--- config.mk ---
export PLATFORM = sky130hd
export DESIGN_NAME = qam_mod_core_flat
export DESIGN_NICKNAME = d
export VERILOG_FILES = /design/src/rtl/qam_pkg.sv /design/src/rtl/qam_mod_core_if.sv /design/src/rtl/qam_prbs_gen.sv /design/src/rtl/qam_mod_core.sv /design/src/flat_wrapper.sv
export SDC_FILE = /design/constraint.sdc
export NUM_CORES = 1
export LEC_CHECK = 0
export ABC_AREA = 1
export CAP_MARGIN = 20
export CORE_MARGIN = 5
export CORE_UTILIZATION = 25
export CTS_CLUSTER_SIZE = 24
export DETAILED_ROUTE_END_ITERATION = 7
export SYNTH_ARGS = -nofsm -noshare
export SYNTH_HDL_FRONTEND = slang
export SYNTH_SLANG_ARGS = --single-unit
--- constraint.sdc ---
create_clock -name clk -period 1.5 [get_ports clk]
set_clock_uncertainty 0.2 [all_clocks]
set_input_delay 0.3 -clock clk [delete_from_list [all_inputs] [get_ports clk]]
set_output_delay 0.3 -clock clk [all_outputs]
set_load 0.05 [all_outputs]
--- src/rtl/qam_pkg.sv ---
// Shared definitions for the M-QAM modulator: LFSR tap masks, level width and Gray decode.
package qam_pkg;

    localparam int MAX_K = 6;
    localparam int MAX_N = 15;

    typedef enum logic {
        SRC_PRBS = 1'b0,
        SRC_EXT  = 1'b1
    } src_t;

    // Bit e-1 set for each term x^e of the feedback polynomial (maximal-length for every order).
    function automatic logic [MAX_N-1:0] lfsr_taps(input int order);
        logic [MAX_N-1:0] m;
        case (order)
            3:       m = 15'h0006;
            4:       m = 15'h000C;
            5:       m = 15'h0014;
            6:       m = 15'h0030;
            7:       m = 15'h0060;
            8:       m = 15'h00B8;
            9:       m = 15'h0110;
            10:      m = 15'h0240;
            11:      m = 15'h0500;
            12:      m = 15'h0829;
            13:      m = 15'h100D;
            14:      m = 15'h2015;
            15:      m = 15'h6000;
            default: m = 15'h0006;
        endcase
        return m;
    endfunction

    function automatic int level_width(input int k);
        return k + 1;
    endfunction

    function automatic logic [MAX_K-1:0] gray2bin(input logic [MAX_K-1:0] g);
        logic [MAX_K-1:0] b;
        b[MAX_K-1] = g[MAX_K-1];
        for (int i = MAX_K - 2; i >= 0; i--) begin
            b[i] = b[i+1] ^ g[i];
        end
        return b;
    endfunction

endpackage

--- src/rtl/qam_mod_core_if.sv ---
// Serial bit intake and symbol output handshake of the modulator core.
interface qam_mod_core_if
    import qam_pkg::*;
#(
    parameter int K = 2
);
    logic                          in_bit;
    logic                          in_valid;
    logic                          in_ready;
    logic signed [level_width(K)-1:0] sym_i;
    logic signed [level_width(K)-1:0] sym_q;
    logic                          sym_valid;
    logic                          sym_ready;

    // master is the core: it accepts bits and sources symbols.
    modport master (
        input  in_bit, in_valid, sym_ready,
        output in_ready, sym_i, sym_q, sym_valid
    );

    modport slave (
        output in_bit, in_valid, sym_ready,
        input  in_ready, sym_i, sym_q, sym_valid
    );
endinterface

--- src/rtl/qam_prbs_gen.sv ---
// Fibonacci LFSR bit source; shifts only when advance is high, output bit is the MSB.
module qam_prbs_gen
    import qam_pkg::*;
#(
    parameter int PRBS_ORDER = 3,
    parameter int PRBS_SEED  = 1
) (
    input  logic                  clk,
    input  logic                  rst,
    input  logic                  advance,
    output logic                  prbs_bit,
    output logic [PRBS_ORDER-1:0] state
);
    localparam logic [MAX_N-1:0]      TAPS_FULL = lfsr_taps(PRBS_ORDER);
    localparam logic [PRBS_ORDER-1:0] TAPS      = TAPS_FULL[PRBS_ORDER-1:0];
    localparam logic [PRBS_ORDER-1:0] SEED      = PRBS_ORDER'(PRBS_SEED);

    logic [PRBS_ORDER-1:0] state_q;
    logic [PRBS_ORDER-1:0] state_d;

    always_comb begin
        state_d = state_q;
        if (advance) begin
            state_d = {state_q[PRBS_ORDER-2:0], ^(state_q & TAPS)};
        end
    end

    always_ff @(posedge clk or negedge rst) begin
        if (!rst) begin
            state_q <= SEED;
        end else begin
            state_q <= state_d;
        end
    end

    assign prbs_bit = state_q[PRBS_ORDER-1];
    assign state    = state_q;

endmodule

--- src/rtl/qam_mod_core.sv ---
// M-QAM modulator core: packs 2K source bits per symbol and maps each K-bit word to an odd level.
// Define QAM_GRAY_EN to treat each word as Gray code before level mapping.
module qam_mod_core
    import qam_pkg::*;
#(
    parameter int BITS_PER_AXIS = 2,
    parameter int PRBS_ORDER    = 3,
    parameter int PRBS_SEED     = 1
) (
    input  logic                  clk,
    input  logic                  rst,
    input  logic                  en,
    input  logic                  src_sel,
    qam_mod_core_if.master        bus,
    output logic [PRBS_ORDER-1:0] lfsr_state,
    output logic [15:0]           sym_cnt
);
    localparam int K  = BITS_PER_AXIS;
    localparam int W  = level_width(K);
    localparam int NB = 2 * K;
    localparam int CW = $clog2(NB);
    localparam logic [CW-1:0] LAST      = CW'(NB - 1);
    localparam logic [W-1:0]  SIGN_FLIP = W'(1) << K;

    logic [CW-1:0] bit_cnt_q, bit_cnt_d;
    logic [NB-1:0] shift_q, shift_d;
    logic [W-1:0]  sym_i_q, sym_i_d;
    logic [W-1:0]  sym_q_q, sym_q_d;
    logic          sym_valid_q, sym_valid_d;
    logic [15:0]   sym_cnt_q, sym_cnt_d;

    logic          prbs_bit;
    logic          prbs_adv;
    logic          src_bit;
    logic          src_avail;
    logic          at_last;
    logic          out_free;
    logic          slot_open;
    logic          accept;
    logic          xfer;
    logic [NB-1:0] word;
    src_t          src;

    // 2v - (2^K - 1) equals {v,1} with its top bit inverted in K+1-bit two's complement.
    function automatic logic [W-1:0] map_level(input logic [K-1:0] w);
        logic [K-1:0] v;
`ifdef QAM_GRAY_EN
        v = K'(gray2bin(MAX_K'(w)));
`else
        v = w;
`endif
        return {v, 1'b1} ^ SIGN_FLIP;
    endfunction

    qam_prbs_gen #(
        .PRBS_ORDER (PRBS_ORDER),
        .PRBS_SEED  (PRBS_SEED)
    ) u_prbs (
        .clk      (clk),
        .rst      (rst),
        .advance  (prbs_adv),
        .prbs_bit (prbs_bit),
        .state    (lfsr_state)
    );

    assign src = src_t'(src_sel);

    always_comb begin
        at_last   = (bit_cnt_q == LAST);
        out_free  = !sym_valid_q || bus.sym_ready;
        // The closing bit of a symbol is only taken when the output register can be reloaded.
        slot_open = en && (!at_last || out_free);
        src_avail = (src == SRC_EXT) ? bus.in_valid : 1'b1;
        src_bit   = (src == SRC_EXT) ? bus.in_bit : prbs_bit;
        accept    = slot_open && src_avail;
        prbs_adv  = accept && (src == SRC_PRBS);
        xfer      = sym_valid_q && bus.sym_ready;
        word      = {shift_q[NB-2:0], src_bit};

        bit_cnt_d   = bit_cnt_q;
        shift_d     = shift_q;
        sym_i_d     = sym_i_q;
        sym_q_d     = sym_q_q;
        sym_valid_d = sym_valid_q;
        sym_cnt_d   = sym_cnt_q;

        if (accept) begin
            shift_d   = word;
            bit_cnt_d = at_last ? '0 : bit_cnt_q + 1'b1;
        end

        // en gates bit intake only; an offered symbol still completes its handshake.
        if (xfer) begin
            sym_valid_d = 1'b0;
            sym_cnt_d   = sym_cnt_q + 16'd1;
        end

        if (accept && at_last) begin
            sym_valid_d = 1'b1;
            sym_i_d     = map_level(word[NB-1:K]);
            sym_q_d     = map_level(word[K-1:0]);
        end
    end

    always_ff @(posedge clk or negedge rst) begin
        if (!rst) begin
            bit_cnt_q   <= '0;
            shift_q     <= '0;
            sym_i_q     <= '0;
            sym_q_q     <= '0;
            sym_valid_q <= 1'b0;
            sym_cnt_q   <= '0;
        end else begin
            bit_cnt_q   <= bit_cnt_d;
            shift_q     <= shift_d;
            sym_i_q     <= sym_i_d;
            sym_q_q     <= sym_q_d;
            sym_valid_q <= sym_valid_d;
            sym_cnt_q   <= sym_cnt_d;
        end
    end

    assign bus.in_ready  = slot_open && (src == SRC_EXT);
    assign bus.sym_i     = sym_i_q;
    assign bus.sym_q     = sym_q_q;
    assign bus.sym_valid = sym_valid_q;
    assign sym_cnt       = sym_cnt_q;

endmodule

--- src/flat_wrapper.sv ---
// flat-port wrapper written by rule: the top's interface ports become plain ports
module qam_mod_core_flat import qam_pkg::*;
#(
    parameter int BITS_PER_AXIS = 2,
    parameter int PRBS_ORDER    = 3,
    parameter int PRBS_SEED     = 1
)
  (clk, rst, en, src_sel, lfsr_state, sym_cnt, bus_in_bit, bus_in_valid, bus_sym_ready, bus_in_ready, bus_sym_i, bus_sym_q, bus_sym_valid);
  qam_mod_core_if #(.K(2)) bus_i ();
  input  logic clk;
  input  logic rst;
  input  logic en;
  input  logic src_sel;
  output logic [PRBS_ORDER-1:0] lfsr_state;
  output logic [15:0] sym_cnt;
  input wire logic [$bits(bus_i.in_bit)-1:0] bus_in_bit;
  input wire logic [$bits(bus_i.in_valid)-1:0] bus_in_valid;
  input wire logic [$bits(bus_i.sym_ready)-1:0] bus_sym_ready;
  output wire logic [$bits(bus_i.in_ready)-1:0] bus_in_ready;
  output wire logic [$bits(bus_i.sym_i)-1:0] bus_sym_i;
  output wire logic [$bits(bus_i.sym_q)-1:0] bus_sym_q;
  output wire logic [$bits(bus_i.sym_valid)-1:0] bus_sym_valid;
  assign bus_i.in_bit = bus_in_bit;
  assign bus_i.in_valid = bus_in_valid;
  assign bus_i.sym_ready = bus_sym_ready;
  assign bus_in_ready = bus_i.in_ready;
  assign bus_sym_i = bus_i.sym_i;
  assign bus_sym_q = bus_i.sym_q;
  assign bus_sym_valid = bus_i.sym_valid;
  qam_mod_core #(.BITS_PER_AXIS(BITS_PER_AXIS), .PRBS_ORDER(PRBS_ORDER), .PRBS_SEED(PRBS_SEED)) u_core (.clk(clk), .rst(rst), .en(en), .src_sel(src_sel), .bus(bus_i), .lfsr_state(lfsr_state), .sym_cnt(sym_cnt));
endmodule
==> summary.txt, run 1 <==
Clocking
  – Cts hold-fix bufs: 0
  – CTS Buffer Depth: 2
  – CTS sink cnt: 30
  – Clock Latency Late Sink: 0.28 ns
  – Clock transition at the registers of the reported paths: 0.06 ns
  – TritonCTS clock tree: done
  – H-tree level count: 2
  – CTS root buf: clkbuf_8
  – Clock buffer count from CTS: 5

Synthesis
  – Seq cells post-synth: 30
  – Post-Syn Area: 1450 sq um
  – Post-synthesis sequential area ratio: 52.0%
  – Synth Instances: 166
  – Synth unique cells: 27
  – Yosys Warn Count: 0
  – Syn avg cell area: 8.71 sq um
  – Post-synthesis net count: 175

Global route
  – Number of global-route vias before repair: 1259
  – GRT Residual Overflow: 0
  – Initial antenna violation count: 0
  – Overall Global Routing Usage: 9.83%
  – First-pass GRT wire length: 5730 microns
  – Pin count of the biggest net entering global routing: 31

Final layout
  – Diode count: 0
  – Post-layout nets: 236
  – Layout area overhead: 73.0%
  – Fillcell total: 534
  – Share of layout cells above drive strength 1: 42.1%
  – Final Non-Filler Cells: 300
  – Fin util: 44.9%
  – Area of the multi-input gates: 683 sq um
  – FF/Latch Area: 768 sq um

Setup path
  – CP endpoint kind: output port
  – Critical path fanouts, max: 2
  – WP data required: 1.00 ns
  – CP startpoint kind: flip-flop
  – Worst path arrival time: 1.23 ns
  – Worst setup path class: reg2out

STA
  – Least-Margin Pin Slew: 0.286 ns
  – FMAX: 578 MHz
  – Fin. Hold Viols: 0
  – # setup viols final: 1
  – Min Clock Period, post-route: 1.73 ns
  – Period utilisation layout: 115%
  – Slew Limit Fails: 0
  – Final Worst Setup Slack: -0.230 ns
  – Hold slack: 0.182 ns
  – Rel. slew slack: 80.9%
  – RSZ-0062 raised after global routing: yes

Drt
  – Antenna Nets Post-Route: 0
  – Number of remaining DRC errors: 0
  – Vias: 1266
  – Final wirelength: 3240 microns
  – Drt pass-1 iters: 4
  – DRT iter0 DRCs: 46
  – WL per Instance: 10.8 microns
  – Drt via density: 4.22

Floorplanning
  – Core Footprint: 5570 sq um
  – # IOs: 34
  – Die area: 7410 sq um
  – Row count: 27
  – Die X: 86.1 microns
  – Initial Utilization: 25.9%
  – Die H: 86.1 microns

Status
  – Violated checks: setup timing
  – Outcome: complete, but fails checks

Place
  – Placed Cells: 283
  – Hpwl dp: 2490 microns
  – Routability cong.: 0.769
  – Port buffer count: 33

Power
  – Peak VDD IR: 0.678 mV
  – Pwr dens: 1370 nW/um^2
  – LEAKAGE: 1.17 nW

Flow run
  – Max-cap viol count: 0

Min path
  – Hold Crit Class: in2async
final timing paths:
check | start | end | slack, ns | cells after the start
max in group asynchronous | rst | u_core.u_prbs.state[0] | 0.67 | 2
min in group clk | u_core.shift_q[2] | u_core.bus.sym_i[2] | 0.26 | 1
min reg2reg | u_core.shift_q[2] | u_core.bus.sym_i[2] | 0.26 | 1
min | rst | u_core.sym_cnt[4] | 0.18 | 2
max | u_core.bit_cnt_q[0] | bus_in_ready | -0.23 | 5
max reg2reg | u_core.bit_cnt_q[0] | u_core.bus.sym_i[2] | 0.02 | 8
power by group:
group / leakage, nW / switching [mW] / internal, mW / total [mW]
Sequential: 0.356 / 0.204 / 0.996 / 1.20
Clock: 0.0450 / 0.295 / 0.321 / 0.616
Combinational: 0.772 / 0.797 / 0.826 / 1.62
Total: 1.17 / 1.30 / 2.14 / 3.44
sequential cells by signal (all words and copies together) (netlist names):
name,flops
u_core.bit_cnt_q,2
u_core.bus.sym_i,2
u_core.bus.sym_q,3
u_core.bus.sym_valid,1
u_core.shift_q,3
u_core.sym_cnt,16
u_core.u_prbs.state,3
cell type report:
class | count | share of cell area, %
clock buffers | 6 | 2.90
flip-flops and latches | 30 | 30.7
well taps | 72 | 3.60
clock inverters | 2 | 0.400
multi-input cells | 113 | 27.3
repair buffers | 55 | 31.5
inverters | 22 | 3.60
what timing repair did:
item,4_1_cts,5_1_grt
setup endpoints to repair,10,22
cloned,0,1
pin swaps,4,0
resized for setup,3,15
buffers inserted,5,3
through the flow:
| step | setup slack (ns) | setup TNS, ns | area [sq um] | power [mW] |
|---|---|---|---|---|
| 6_report | -0.230 | -0.230 | 2500 | 3.44 |
| 3_3_place_gp | -0.359 | -7.16 | 2290 | 2.68 |
| 2_1_floorplan | -0.0470 | -0.0813 | 1490 | 1.90 |
| 3_5_place_dp | -0.346 | -7.06 | 2290 | 2.72 |
| 4_1_cts | -0.257 | -0.295 | 2410 | 3.39 |
| 5_1_grt | -0.322 | -0.872 | 2500 | 3.62 |
synthesized netlist by cell type (all sizes together):
library cell / number / area [sq um]
xor2: 7 / 61.3
nor3: 3 / 20.0
nand4: 4 / 25.0
nand3: 15 / 92.6
ha: 2 / 25.0
nand2: 50 / 198
or2: 2 / 15.0
nor2: 14 / 62.6
a21oi: 1 / 5.00
dfstp: 1 / 26.3
xnor2: 4 / 35.0
o21ai: 9 / 45.0
inv: 22 / 85.1
mux2i: 1 / 10.0
buf: 2 / 15.0
dfrtp: 29 / 726
metal layers:
layer	global-route usage, %	wire length [microns]	vias up
met4	3.88	82	0
met5	0	0	-
met3	4.13	183	8
li1	-	-	646
met1	10.7	1330	588
met2	16.8	1650	24
cell families (layout without fill, tap and decap cells):
logic type | after synthesis | after routing | synth area share, %
buf+inv | 24 | 85 | 6.92
fa+ha+maj | 2 | 2 | 1.73
simple gates | 88 | 89 | 28.5
xor+xnor | 11 | 11 | 6.66
compound gates | 10 | 10 | 3.46
flops | 30 | 30 | 52.0
mux | 1 | 1 | 0.692
worst max-delay path, cell delays in order (launching register included):
cell     delay (ns)
dfrtp_1        0.39
ha_2           0.20
nand3_2        0.06
nand2_2        0.06
nor2_4         0.10
buf_12         0.14
cells in the final DEF, fill, tap and decap left out, types with 2 or more instances in the layout:
master and instances:
xnor2_1 4, buf_4 18, xor2_1 7, nand3_1 11, o21ai_0 4, buf_12 28, nor2_1 8, inv_1 19
inv_2 2, nand4_1 4, clkinv_2 2, nor2_4 3, nor3_1 2, nand3_2 3, nand2_2 5, nand2_1 43
clkbuf_8 5, dfrtp_2 13, buf_6 3, nand3_4 2, clkdlybuf4s50_1 5, nor2_2 3, dfrtp_1 16, o21ai_1 5
Note: power is estimated with default switching activity, not from simulation.
==> inputs of run 2 (changes only) <==
--- a/config.mk
+++ b/config.mk
@@ -7,10 +7,10 @@
 export LEC_CHECK = 0
 export ABC_AREA = 1
 export CAP_MARGIN = 20
-export CORE_MARGIN = 5
-export CORE_UTILIZATION = 25
+export CORE_UTILIZATION = 38
 export CTS_CLUSTER_SIZE = 24
 export DETAILED_ROUTE_END_ITERATION = 7
+export PLACE_DENSITY = 0.66
 export SYNTH_ARGS = -nofsm -noshare
 export SYNTH_HDL_FRONTEND = slang
 export SYNTH_SLANG_ARGS = --single-unit
==> run 2 against run 1 <==
Against the previous run: flip-flop and latch count unchanged; worst hold slack lost 0.0014 ns; the run still ends with setup timing left; critical path type unchanged; combinational power hardly changed; critical endpoint unchanged; largest cell class is now sequential cells; wire length rose by 6.9%; power grew 13%; fmax fell by 2.0%; critical path depth unchanged.
==> summary.txt, run 2 (same netlist as run 1, synthesis figures left out) <==
Final layout
  – Commonest non-fill, non-tap cell in the layout: nand2_1
  – Final Non-Filler Cells: 274 (-8.7%)
  – Share of layout cells above drive strength 1: 43.8% (+1.7 points)
  – Fin util: 69.3% (+24 points)
  – Commonest non-fill, non-tap cells in the layout: nand2_1 (43), buf_12 (28), inv_1 (19), buf_4 (19), dfrtp_1 (16)
  – Max FFs per register: 16 (unchanged)
  – Post-layout nets: 234 (-0.85%)
  – Diode count: 0 (unchanged)
  – Layout area overhead: 75.3%

STA
  – Period utilisation layout: 118% (+2.3 points)
  – Slew Limit Fails: 0 (unchanged)
  – # setup viols final: 6 (+5)
  – FMAX: 567 MHz (-2.0%)
  – Final Worst Setup Slack: -0.265 ns (-0.0346 ns)
  – Fin. Hold Viols: 0 (unchanged)
  – Rel. slew slack: 80.7% (-0.13 points)
  – Min Clock Period, post-route: 1.76 ns (+0.0346 ns)
  – Least-Margin Pin Slew: 0.288 ns (+0.00196 ns)
  – RSZ-0062 raised after global routing: yes

Drt
  – Final wirelength: 3460 microns (+6.9%)
  – WL per Instance: 12.6 microns (+17%)
  – Drt pass-1 iters: 4 (unchanged)
  – Antenna Nets Post-Route: 0 (unchanged)
  – DRT iter0 DRCs: 62 (+35%)
  – Drt via density: 4.64 (+9.9%)
  – Number of remaining DRC errors: 0 (unchanged)
  – Vias: 1271 (+0.39%)

Place
  – Port buffer count: 33 (unchanged)
  – Hpwl dp: 2370 microns (-5.1%)
  – Placed Cells: 256 (-9.5%)
  – Routability cong.: 0.795 (+3.4%)

Global route
  – Pin count of the biggest net entering global routing: 31 (unchanged)
  – First-pass GRT wire length: 5660 microns (-1.2%)
  – GRT Residual Overflow: 0 (unchanged)
  – Overall Global Routing Usage: 18.3% (+8.5 points)
  – Initial antenna violation count: 0 (unchanged)
  – Number of global-route vias before repair: 1316 (+4.5%)

Setup path
  – CP startpoint kind: flip-flop
  – WP data required: 1.00 ns (about the same)
  – Worst setup path class: reg2out
  – CP endpoint kind: output port
  – Critical path fanouts, max: 2 (unchanged)
  – Worst path arrival time: 1.26 ns (+0.03 ns)

Status
  – Violated checks: setup timing
  – Outcome: complete, but fails checks

Floorplanning
  – Die X: 63.7 microns (-26%)
  – Core Footprint: 3660 sq um (-34%)
  – Initial Utilization: 39.5% (+14 points)
  – Die H: 63.7 microns (-26%)
  – # IOs: 34 (unchanged)
  – Die area: 4060 sq um (-45%)
  – Row count: 22 (-19%)

Min path
  – Hold Crit Class: in2async

Clocking
  – Clock Latency Late Sink: 0.28 ns (about the same)
  – TritonCTS clock tree: done
  – Clock transition at the registers of the reported paths: 0.07 ns (about the same)
  – CTS root buf: clkbuf_8
  – CTS sink cnt: 30 (unchanged)
  – Clock buffer count from CTS: 5 (unchanged)
  – CTS Buffer Depth: 2 (unchanged)
  – H-tree level count: 2 (unchanged)

Power
  – LEAKAGE: 1.19 nW (+1.6%)
  – Peak VDD IR: 1.14 mV (+68%)
  – Pwr dens: 1530 nW/um^2 (+12%)

Flow run
  – Max-cap viol count: 0 (unchanged)
==> run 2: worst max-delay path: stages, from the launching register on <==
cell and delay, ns:
dfrtp_1 0.39, ha_2 0.21, nand3_2 0.06, nand2_2 0.07
nor2_4 0.10, buf_12 0.14
==> run 2: layout make-up <==
cell class                      count  area, sq um
Fill cell                         251         1120
Clock inverter                      2         60.1
Tap cell                           48         60.1
Clock buffer                        6         82.6
Sequential cell                    30          768
Inverter                           22         95.1
Multi-Input combinational cell    113          708
Timing Repair Buffer               53          762
==> run 2: final timing paths <==
| kind | start | end | slack (ns) | depth (start not counted) |
|---|---|---|---|---|
| min | rst | u_core.shift_q[0] | 0.18 | 2 |
| max reg2reg | u_core.bit_cnt_q[0] | u_core.shift_q[2] | -0.04 | 8 |
| min reg2reg | u_core.shift_q[2] | u_core.bus.sym_i[2] | 0.26 | 1 |
| max in group asynchronous | rst | u_core.u_prbs.state[0] | 0.68 | 2 |
| max | u_core.bit_cnt_q[0] | bus_in_ready | -0.26 | 5 |
| min in group clk | bus_sym_ready | u_core.bus.sym_valid | 0.25 | 4 |
==> run 2: stage by stage <==
| step | power, mW | TNS, ns | hold slack, ns | setup WS [ns] | area [sq um] |
|---|---|---|---|---|---|
| after floorplan | 1.90 | -0.0813 | -0.196 | -0.0470 | 1490 |
| after global placement | 2.63 | -5.78 | 0.236 | -0.289 | 2230 |
| after detailed placement | 2.67 | -6.74 | 0.243 | -0.330 | 2230 |
| after CTS | 3.76 | -0.304 | 0.192 | -0.257 | 2420 |
| after global routing | 4.05 | -0.998 | 0.201 | -0.307 | 2540 |
| final | 3.89 | -0.357 | 0.181 | -0.265 | 2540 |
==> run 2: layer usage <==
metal,global-route usage [%],share of wire (%),wire (microns),up-vias
li1,-,-,-,640
met1,21.4,42,1450,593
met2,31.4,53,1820,32
met3,4.17,4.0,140,6
met4,8.52,1.6,55,0
met5,0,0,0,-
==> run 2: repair_timing <==
| item | 4_1_cts | 5_1_grt |
|---|---|---|
| buffers inserted | 5 | 4 |
| pin swaps | 5 | 1 |
| resized for setup | 4 | 18 |
| hold buffers | 0 | 0 |
| gates cloned | 0 | 1 |
| setup endpoints to repair | 5 | 21 |
==> run 2: report_power, final <==
| part | total (mW) | internal [mW] | switching, mW | leakage, nW |
|---|---|---|---|---|
| clock | 1.02 | 0.708 | 0.311 | 0.0714 |
| combinational | 1.64 | 0.836 | 0.801 | 0.764 |
| sequential | 1.24 | 0.996 | 0.241 | 0.356 |
